==> src/rtl/game_pkg.sv <==
// Shared constants, slot record and FSM encoding for the per-scanline sprite scheduler.
package game_pkg;

  localparam int H_DISPLAY = 640;
  localparam int H_TOTAL   = 800;
  localparam int V_TOTAL   = 525;
  localparam int MAX_SLOTS = 4;
  localparam int PLAYER_W  = 32;
  localparam int PLAYER_H  = 32;
  localparam int CAR_W     = 36;
  localparam int CAR_H     = 32;
  localparam int NUM_OBJ   = 9;

  localparam logic [3:0] ID_PLAYER    = 4'd0;
  localparam logic [3:0] ID_CAR_FIRST = 4'd1;
  localparam logic [3:0] ID_CAR_LAST  = 4'd8;

  typedef struct packed {
    logic [3:0] id;
    logic [4:0] row;
    logic [9:0] x;
  } slot_t;

  typedef enum logic [1:0] {
    ST_IDLE = 2'd0,
    ST_SCAN = 2'd1,
    ST_WAIT = 2'd2
  } state_t;

  // Fixed lane heights of the eight cars; id 0 (the player) has no lane.
  function automatic logic [9:0] car_y(input logic [3:0] id);
    case (id)
      4'd1:    car_y = 10'd200;
      4'd2:    car_y = 10'd270;
      4'd3:    car_y = 10'd280;
      4'd4:    car_y = 10'd290;
      4'd5:    car_y = 10'd300;
      4'd6:    car_y = 10'd360;
      4'd7:    car_y = 10'd420;
      4'd8:    car_y = 10'd480;
      default: car_y = 10'd0;
    endcase
  endfunction

endpackage

==> src/rtl/sprite_addr_calc.sv <==
// Registers the selected object's id/row/col into the shared sprite-RAM address,
// applying the x32 frog stride, x36 car stride and the odd-car mirror.
module sprite_addr_calc
  import game_pkg::*;
(
  input  logic        CLK,
  input  logic        RST_N,
  input  logic        hit,
  input  logic [3:0]  id,
  input  logic [4:0]  row,
  input  logic [5:0]  col,
  output logic        obj_valid,
  output logic        obj_is_car,
  output logic [3:0]  obj_id,
  output logic [10:0] sprite_addr
);

  logic        is_car;
  logic [10:0] row_base;
  logic [5:0]  col_eff;
  logic [10:0] addr_next;

  always_comb begin
    is_car = (id != ID_PLAYER);
    // row*36 = row*32 + row*4
    if (is_car) row_base = {1'b0, row, 5'b0} + {4'b0, row, 2'b0};
    else        row_base = {1'b0, row, 5'b0};
    col_eff   = (is_car && id[0]) ? (6'd35 - col) : col;
    addr_next = row_base + {5'b0, col_eff};
  end

  always_ff @(posedge CLK or negedge RST_N) begin
    if (!RST_N) begin
      obj_valid   <= 1'b0;
      obj_is_car  <= 1'b0;
      obj_id      <= '0;
      sprite_addr <= '0;
    end else if (hit) begin
      obj_valid   <= 1'b1;
      obj_is_car  <= is_car;
      obj_id      <= id;
      sprite_addr <= addr_next;
    end else begin
      obj_valid   <= 1'b0;
      obj_is_car  <= 1'b0;
      obj_id      <= '0;
      sprite_addr <= '0;
    end
  end

endmodule

==> src/rtl/sprite_line_scheduler.sv <==
// Builds the next line's object list during blanking (one object per cycle),
// then picks the highest-priority covering object on each active pixel.
module sprite_line_scheduler
  import game_pkg::*;
(
  input  logic        CLK,
  input  logic        RST_N,
  input  logic [9:0]  h_count,
  input  logic [9:0]  v_count,
  input  logic [9:0]  player_x,
  input  logic [9:0]  player_y,
  input  logic [79:0] car_x,
  output logic        obj_valid,
  output logic        obj_is_car,
  output logic [3:0]  obj_id,
  output logic [10:0] sprite_addr,
  output logic [7:0]  overflow_cnt,
  output state_t      dbg_state
);

  localparam logic [9:0] H_DISP_L = 10'(H_DISPLAY);
  localparam logic [9:0] H_LAST_L = 10'(H_TOTAL - 1);
  localparam logic [9:0] V_LAST_L = 10'(V_TOTAL - 1);

  state_t     state;
  logic [3:0] idx;
  logic [9:0] nl;
  slot_t      pend [MAX_SLOTS];
  logic [2:0] pend_cnt;
  slot_t      act  [MAX_SLOTS];
  logic [2:0] act_cnt;

  logic [9:0]  obj_x;
  logic [9:0]  obj_y;
  logic [10:0] obj_h;
  logic        scan_hit;
  logic [4:0]  scan_row;

  assign dbg_state = state;

  always_comb begin
    obj_y = (idx == ID_PLAYER) ? player_y : car_y(idx);
    obj_h = (idx == ID_PLAYER) ? 11'(PLAYER_H) : 11'(CAR_H);
    obj_x = player_x;
    for (int k = 1; k < NUM_OBJ; k++) begin
      if (idx == 4'(k)) obj_x = car_x[10*(k-1) +: 10];
    end
    scan_hit = ({1'b0, nl} >= {1'b0, obj_y}) && ({1'b0, nl} < ({1'b0, obj_y} + obj_h));
    scan_row = nl[4:0] - obj_y[4:0];
  end

  always_ff @(posedge CLK or negedge RST_N) begin
    if (!RST_N) begin
      state        <= ST_IDLE;
      idx          <= '0;
      nl           <= '0;
      pend_cnt     <= '0;
      act_cnt      <= '0;
      overflow_cnt <= '0;
      for (int s = 0; s < MAX_SLOTS; s++) begin
        pend[s] <= '0;
        act[s]  <= '0;
      end
    end else begin
      case (state)
        ST_IDLE: begin
          if (h_count == H_DISP_L) begin
            state    <= ST_SCAN;
            idx      <= '0;
            pend_cnt <= '0;
            nl       <= (v_count == V_LAST_L) ? 10'd0 : v_count + 10'd1;
          end
        end
        ST_SCAN: begin
          if (scan_hit) begin
            if (pend_cnt < 3'(MAX_SLOTS)) begin
              pend[pend_cnt[1:0]] <= '{id: idx, row: scan_row, x: obj_x};
              pend_cnt            <= pend_cnt + 3'd1;
            end else if (overflow_cnt != 8'hFF) begin
              overflow_cnt <= overflow_cnt + 8'd1;
            end
          end
          if (idx == 4'(NUM_OBJ - 1)) state <= ST_WAIT;
          else                        idx   <= idx + 4'd1;
        end
        ST_WAIT: begin
          // Swap at the very end of the line so the active list never changes mid-line.
          if (h_count == H_LAST_L) begin
            act     <= pend;
            act_cnt <= pend_cnt;
            state   <= ST_IDLE;
          end
        end
        default: state <= ST_IDLE;
      endcase
    end
  end

  logic        draw_hit;
  logic [3:0]  draw_id;
  logic [4:0]  draw_row;
  logic [5:0]  draw_col;
  logic [10:0] slot_w;

  // Walk slots from last to first so the lowest-index covering slot wins.
  always_comb begin
    draw_hit = 1'b0;
    draw_id  = '0;
    draw_row = '0;
    draw_col = '0;
    slot_w   = '0;
    for (int s = MAX_SLOTS - 1; s >= 0; s--) begin
      slot_w = (act[s].id == ID_PLAYER) ? 11'(PLAYER_W) : 11'(CAR_W);
      if ((3'(s) < act_cnt) && (h_count < H_DISP_L) &&
          ({1'b0, h_count} >= {1'b0, act[s].x}) &&
          ({1'b0, h_count} < ({1'b0, act[s].x} + slot_w))) begin
        draw_hit = 1'b1;
        draw_id  = act[s].id;
        draw_row = act[s].row;
        draw_col = h_count[5:0] - act[s].x[5:0];
      end
    end
  end

  sprite_addr_calc u_addr (
    .CLK         (CLK),
    .RST_N       (RST_N),
    .hit         (draw_hit),
    .id          (draw_id),
    .row         (draw_row),
    .col         (draw_col),
    .obj_valid   (obj_valid),
    .obj_is_car  (obj_is_car),
    .obj_id      (obj_id),
    .sprite_addr (sprite_addr)
  );

endmodule

==> config.mk <==
export PLATFORM = sky130hd
export DESIGN_NAME = sprite_line_scheduler
export DESIGN_NICKNAME = d
export VERILOG_FILES = /design/src/rtl/game_pkg.sv /design/src/rtl/sprite_addr_calc.sv /design/src/rtl/sprite_line_scheduler.sv
export SDC_FILE = /design/constraint.sdc
export NUM_CORES = 1
export LEC_CHECK = 0
export ABC_AREA = 1
export BUFFER_PORTS_ARGS = -buffer_cell sky130_fd_sc_hd__buf_2
export CAP_MARGIN = 20
export CORE_ASPECT_RATIO = 0.6
export CORE_UTILIZATION = 40
export CTS_CLUSTER_DIAMETER = 120
export DETAILED_ROUTE_END_ITERATION = 10
export GPL_TIMING_DRIVEN = 0
export HOLD_SLACK_MARGIN = 0.06
export PLACE_DENSITY = 0.68
export SETUP_SLACK_MARGIN = 0.05
export SYNTH_ARGS = -nofsm -noshare
export SYNTH_HDL_FRONTEND = slang
export SYNTH_SLANG_ARGS = --single-unit
==> constraint.sdc <==
create_clock -name CLK -period 6.7 [get_ports CLK]
set_clock_uncertainty 0.15 [all_clocks]
set_input_delay 0.67 -clock CLK [delete_from_list [all_inputs] [get_ports CLK]]
set_output_delay 0.67 -clock CLK [all_outputs]
set_load 0.1 [all_outputs]
== Word level (Yosys, flattened, before mapping) ==
Memory sizes are Yosys's and may differ from the RTL's.
Cells that the tools add are included.
Widths: inputs -> output; s select.

* Flip-flop bits (word level): 199
* RAM bits: 0
* Output and inout port bits: 27
* Word-level logic and storage cells: 172
* Input port bits: 122
* Bits in latches: 0
* ROM bits: 128
* Memories kept: 1

* Mux-type cells: 50
* $add $sub $neg: 17
* $lt $le $gt $ge: 18
* Equality and inequality tests: 20
* Bitwise operators: 2
* Div/mod/pow operators: 0
* Reductions and logical operators: 30
* Shift operators: 0
* $mul: 0

{| class="wikitable"
|+ Memories
! name !! depth !! width !! read ports !! clocked after Yosys merged registers in !! write ports !! RTL line !! source
|-
| (name not given) || 16 || 8 || 1 || 0 || 0 || game_pkg.sv:32 || <nowiki>case (id)</nowiki>
|}

{| class="wikitable"
|+ Operators by type and width
! operator !! number
|-
| $mux 10 || 10
|-
| $bwmux 76 || 1
|-
| $lt 10x11->1 || 5
|-
| $ge 10x10->1 || 5
|-
| $add 10x6->11 || 4
|-
| $demux 19 s2 || 1
|-
| $eq 10x10->1 const B || 3
|-
| $mux 6 || 5
|-
| $mux 4 || 7
|-
| $sub 6x6->6 || 4
|-
| $mux 11 || 2
|-
| $mux 3 || 7
|-
| $logic_not 4->1 || 5
|-
| $mux 5 || 4
|-
| $mux 19 || 1
|-
| $eq 4x3->1 const B || 4
|-
| $logic_and 1x1->1 || 15
|-
| $ne 2x2->1 const B || 6
|-
| $add 10x6->11 const B || 1
|-
| $add 10x7->11 || 1
|-
| $add 11x6->11 || 1
|-
| $add 10x1->10 const B || 1
|-
| $lt 10x10->1 const B || 1
|-
| $reduce_and 3->1 || 3
|-
| 28 further kinds || 40
|}

== Logic depth before layout (Yosys ltp) ==
* Word-level depth: 14
* Gate-level depth with buffers: 39

== By module ==
From an unflattened synthesis, not the netlist that was laid out.

* Cell total of the unflattened synthesis: 1732
* Area total of the unflattened synthesis: 13724.4 µm²

{| class="wikitable"
|+ Modules (own cells, without submodules)
! module !! sequential area each (µm²) !! area each (µm²) !! cells an instance !! times used
|-
| sprite_line_scheduler || 4554.4 || 12624.6 || 1606 || 1
|-
| sprite_addr_calc || 425.4 || 1099.8 || 126 || 1
|}

== Least setup slack after synthesis ==
OpenSTA, ideal clock, no wires.

* Kind: reg-to-reg
* Start point: reg act[15] in the netlist's numbering
* End point: reg u_addr.sprite_addr[9]
* Setup slack: 1.604 ns
* Stages on the path, launching flop included: 38
* Path buffers: 0
* Data arrival time: 4.884 ns
* Required time: 6.488 ns
* Cells stage by stage: dfrtp_1 -> or4_1 -> ha_1 -> ha_1 -> nand2_1 -> nand2_1 -> xor2_1 -> ha_1 -> a21o_1 -> nor2_1 -> nand2_1 -> nand2_1 -> nand2_1 -> nand2_1 -> nand2_1 -> inv_1 -> nand3_1 -> o21ai_0 -> [2 not listed] -> inv_1 -> ha_1 -> or2_2 -> o21a_1 -> ha_1 -> a21oi_1 -> nor2_1 -> nor2_1 -> inv_1 -> nand2_1 -> inv_1 -> nor2_1 -> inv_1 -> nand3_1 -> nor2_1 -> nand3_1 -> nand2_1 -> inv_1

* Cells in the longest elaborated chain, start to end: 14
* Elaborated cells on any way between the ends: 29

{| class="wikitable"
|+ Ends and longest elaborated chain
! item !! RTL line !! source
|-
| start, declared || sprite_line_scheduler.sv:30 || <nowiki>slot_t act [MAX_SLOTS];</nowiki>
|-
| start signal, assigned || sprite_line_scheduler.sv:89 || <nowiki>act <= pend;</nowiki>
|-
| branches (longest 13 deep; another with $add 10x6->11) || n/a ||
|-
| $mux 11 (*) || sprite_addr_calc.sv:38 || <nowiki>end else if (hit) begin</nowiki>
|-
| end signal, assigned || sprite_addr_calc.sv:42 || <nowiki>sprite_addr <= addr_next;</nowiki>
|-
| end, declared || sprite_addr_calc.sv:15 || <nowiki>output logic [10:0] sprite_addr</nowiki>
|}

Mark *: on every way between the ends.
A chain may end at the register's enable or synchronous reset.

== Worst setup path in the final report ==
* Start point: reg act[36] in the netlist's numbering
* End point: reg u_addr.sprite_addr[9]

* Cells in the longest elaborated chain, start to end: 13
* Elaborated cells on any way between the ends: 25

{| class="wikitable"
|+ Ends and longest elaborated chain
! item !! RTL line
|-
| branches (longest 12 deep; another with $add 10x6->11) || n/a
|-
| $mux 11 (*) || sprite_addr_calc.sv:38
|}

Marks and branches as above.

==> summary.md <==
| Metric | Value |
|---|---|
| Status | `complete, no violations` |
| Global route hottest layer | `met1` |
| Crit end category | `flip-flop` |
| Pwr dens | `246 nW/um^2` |
| Vias in the first global route | `11500` |
| VDD IR max | `0.201 mV` |
| Antenna-violating nets left | `0` |
| Rows | `50` |
| Area grow syn2layout | `14.5%` |
| Boundary pin count | `149` |
| CP max FO | `9` |
| Mapped cell area | `13100 sq um` |
| Number of max-cap violations | `0` |
| Hold Fails Final Rpt | `0` |
| Synth Flop Type | `dfrtp_1` |
| Core area | `31700 sq um` |
| Clock Latency Late Sink | `0.44 ns` |
| CTS sink cnt | `199` |
| Clock root buffer | `clkbuf_16` |
| Share of cells above drive strength 1 | `13.3%` |
| WHS | `0.0579 ns` |
| Hold Crit Class | `in -> async` |
| Sum Neg Setup Slack | `0 ns` |
| Max incr delay on CP | `0.39 ns` |
| Arrival time at the worst endpoint | `6.46 ns` |
| DRT Wirelength | `40.3 mm` |
| Sequential area share after synthesis | `38.1%` |
| DRT Pass-1 Iters | `5` |
| H-Tree Depth | `4` |
| Rel. slew slack | `39.6%` |
| Total CTS buffers | `17` |
| Die height | `142 um` |
| GR Util met3 | `5.53%` |
| Worst-Margin Slew | `0.897 ns` |
| Post-Syn Instances | `1692` |
| Post-Syn Nets | `1937` |
| Area of the die | `33400 sq um` |
| Startpoint Class | `flip-flop` |
| Vias | `12100` |
| M1 GR Usage | `37.0%` |
| Highest-delay cell along the critical path | `dfrtp_1` |
| Critical Path RT | `6.94 ns` |
| Leak Pwr | `7.63 nW` |
| GP Congestion | `0.963` |
| RSZ-0062 raised after global routing | `no` |
| Antenna violations before repair | `1` |
| Largest net degree at the start of global routing | `109` |
| Grt ovf | `0` |
| Synthesis Warnings | `0` |
| Clk slew on worst S/H paths | `0.07 ns` |
| Layout Nets | `2105` |
| Total GRT Usage | `24.6%` |
| Initial Util | `41.3%` |
| Dpl hpwl | `31.8 mm` |
| Vias/cell | `5.29` |
| Synth Register Bits | `199` |
| Final setup vio count | `0` |
| Wire per inst | `17.6 um` |
| Distinct cells, synth | `47` |
| Drt first-iter violations | `1118` |
| Max Clk Rate | `0.161 GHz` |
| CTS Buffer Depth | `2` |
| CTS tree | `yes` |
| I/O Buffers | `148` |
| Tcrit/Tclk final | `92.8%` |
| Crit path time final | `6.22 ns` |
| Synth async-reset ratio | `100%` |
| Hold buffers post-CTS | `0` |
| Number of flops mapped to enable cells by yosys | `0` |
| Layout filler cell count | `3115` |
| Most used cell, CP | `nand2_1` |
| Syn avg cell area | `7.73 sq um` |
| Die width | `235 um` |
| Global-route track usage on met2 | `35.2%` |
| DR DRC count | `0` |
| First-pass GRT wire length | `63.2 mm` |
| Crit Path Class | `reg -> reg` |
| Fin. max-slew vios | `0` |
==> repair_timing <==
item | CTS | global route
buffers inserted | 0 | 0
gates resized for setup | 0 | 9
hold endpoints to repair | 0 | 0
setup endpoints to repair | 0 | 4
==> metrics by stage <==
stage / util, % / power [mW] / std cells / instance area, sq um / worst slack, ns
after floorplan: - / 2.13 / 1692 / 13100 / 1.60
after global placement: 45.3 / 2.61 / 2256 / 14300 / 0.394
after detailed placement: 45.4 / 2.64 / 2257 / 14400 / 0.391
after CTS: 47.2 / 3.68 / 2288 / 14900 / 0.344
after global routing: 47.3 / 3.89 / 2288 / 15000 / 0.0799
final: 47.3 / 3.69 / 2289 / 15000 / 0.484
==> metal layers <==
metal  wire length, um  vias up
li1                  -     5902
met1             19700     5708
met2             16200      453
met3              3730       45
met4               597        0
met5                 0        -
==> cell usage in the layout (no fill, tap or decap), types with 7 or more instances in the layout <==
| master | netlist | layout |
|---|---|---|
| nand2_1 | 417 | 416 |
| inv_1 | 215 | 214 |
| dfrtp_1 | 199 | 199 |
| buf_2 | 7 | 153 |
| o21ai_0 | 127 | 127 |
| nand3_1 | 116 | 116 |
| ha_1 | 116 | 116 |
| nor2_1 | 100 | 99 |
| a21oi_1 | 65 | 64 |
| o21ai_1 | 53 | 53 |
| xor2_1 | 43 | 43 |
| clkbuf_1 | 34 | 37 |
| o211ai_1 | 29 | 29 |
| clkbuf_16 | 0 | 17 |
| xnor2_1 | 16 | 16 |
| nand4_1 | 15 | 15 |
| nor3_1 | 15 | 15 |
| mux2_2 | 11 | 11 |
| inv_2 | 10 | 10 |
| buf_4 | 10 | 10 |
| a21o_1 | 8 | 8 |
| nand3b_1 | 8 | 8 |
| nor4_1 | 8 | 8 |
| or2_2 | 7 | 7 |
| a31o_2 | 7 | 7 |
| fa_1 | 7 | 7 |
==> worst max-delay path: cells and delay by family, from the launching register on <==
kind,cells,cell delay [ns]
AO/OA/AOI/OAI,5,0.91
XOR/XNOR,1,0.18
adder cells (fa/ha/maj),5,1.44
buffers and inverters,7,0.71
flip-flops,1,0.39
AND/OR/NAND/NOR,20,2.37
==> flip-flops by register name, indices dropped and copies added, names as in the netlist <==
| signal | flops |
|---|---|
| act | 76 |
| act_cnt | 3 |
| dbg_state | 2 |
| idx | 4 |
| nl | 10 |
| overflow_cnt | 8 |
| pend | 76 |
| pend_cnt | 3 |
| u_addr.obj_id | 4 |
| u_addr.obj_is_car | 1 |
| u_addr.obj_valid | 1 |
| u_addr.sprite_addr | 11 |
==> path summary, 6_finish.rpt <==
| kind | start | to | slack [ns] | cells past startpoint |
|---|---|---|---|---|
| setup / recovery | act[36] | u_addr.sprite_addr[9] | 0.48 | 38 |
| setup reg to reg | act[36] | u_addr.sprite_addr[9] | 0.48 | 38 |
| min in group CLK | v_count[0] | nl[0] | 0.32 | 2 |
| max in group asynchronous | RST_N | pend[68] | 5.36 | 2 |
| hold reg to reg | pend[38] | pend[38] | 0.33 | 2 |
| hold / removal | RST_N | overflow_cnt[6] | 0.06 | 1 |
==> synthesized netlist by cell type, types with 2 or more instances <==
master,count,area share (%)
inv_1,215,6.2
clkbuf_1,34,0.98
a31oi_1,3,0.14
a21oi_1,65,2.5
fa_1,7,1.1
mux2_2,11,0.95
nand4_1,15,0.72
o22ai_1,6,0.29
inv_2,10,0.29
a31o_2,7,0.47
nor3_1,15,0.57
dfrtp_1,199,38
nor2_1,100,2.9
xor2_1,43,2.9
o21a_1,6,0.34
xnor2_1,16,1.1
buf_2,7,0.27
o31ai_1,3,0.17
clkinv_1,2,0.057
a21oi_2,2,0.13
nor2_4,5,0.43
buf_4,10,0.57
nand3_1,116,4.4
nand3b_1,8,0.46
a21o_1,8,0.46
o21ai_0,127,4.9
o211ai_1,29,1.7
nand2_2,2,0.096
nor2_2,3,0.14
or4_1,2,0.11
a211oi_1,2,0.11
a21boi_0,2,0.11
ha_1,116,11
nand2_1,417,12
or2_0,2,0.096
o21ai_1,53,2.0
or2_2,7,0.33
nor4_1,8,0.38
==> cell families after synthesis <==
family,after synthesis,synth area share [%]
AOI/OAI and AO/OA,319,13.7
xor gates and xnor gates,59,3.95
adders and majority gates,123,12.2
and+or+nand+nor,702,22.8
buffers and inverters,279,8.37
DFF,199,38.1
muxes,11,0.948
==> area by class of cell <==
class | count | area, sq um | share of cell area (%)
inverters | 227 | 860 | 5.74
repair buffers | 149 | 778 | 5.20
clock inverters | 9 | 120 | 0.802
multi-input cells | 1214 | 7010 | 46.8
flip-flops and latches | 199 | 4980 | 33.3
diodes | 1 | 2.50 | 0.0167
plain buffers | 52 | 245 | 1.64
clock buffers | 22 | 454 | 3.03
well taps | 416 | 520 | 3.48
==> power breakdown <==
group / switching [mW] / internal [mW]
sequential: 0.0372 / 1.23
clock: 0.482 / 0.565
combinational: 0.961 / 0.417
Note: power is estimated with default switching activity, not from simulation.
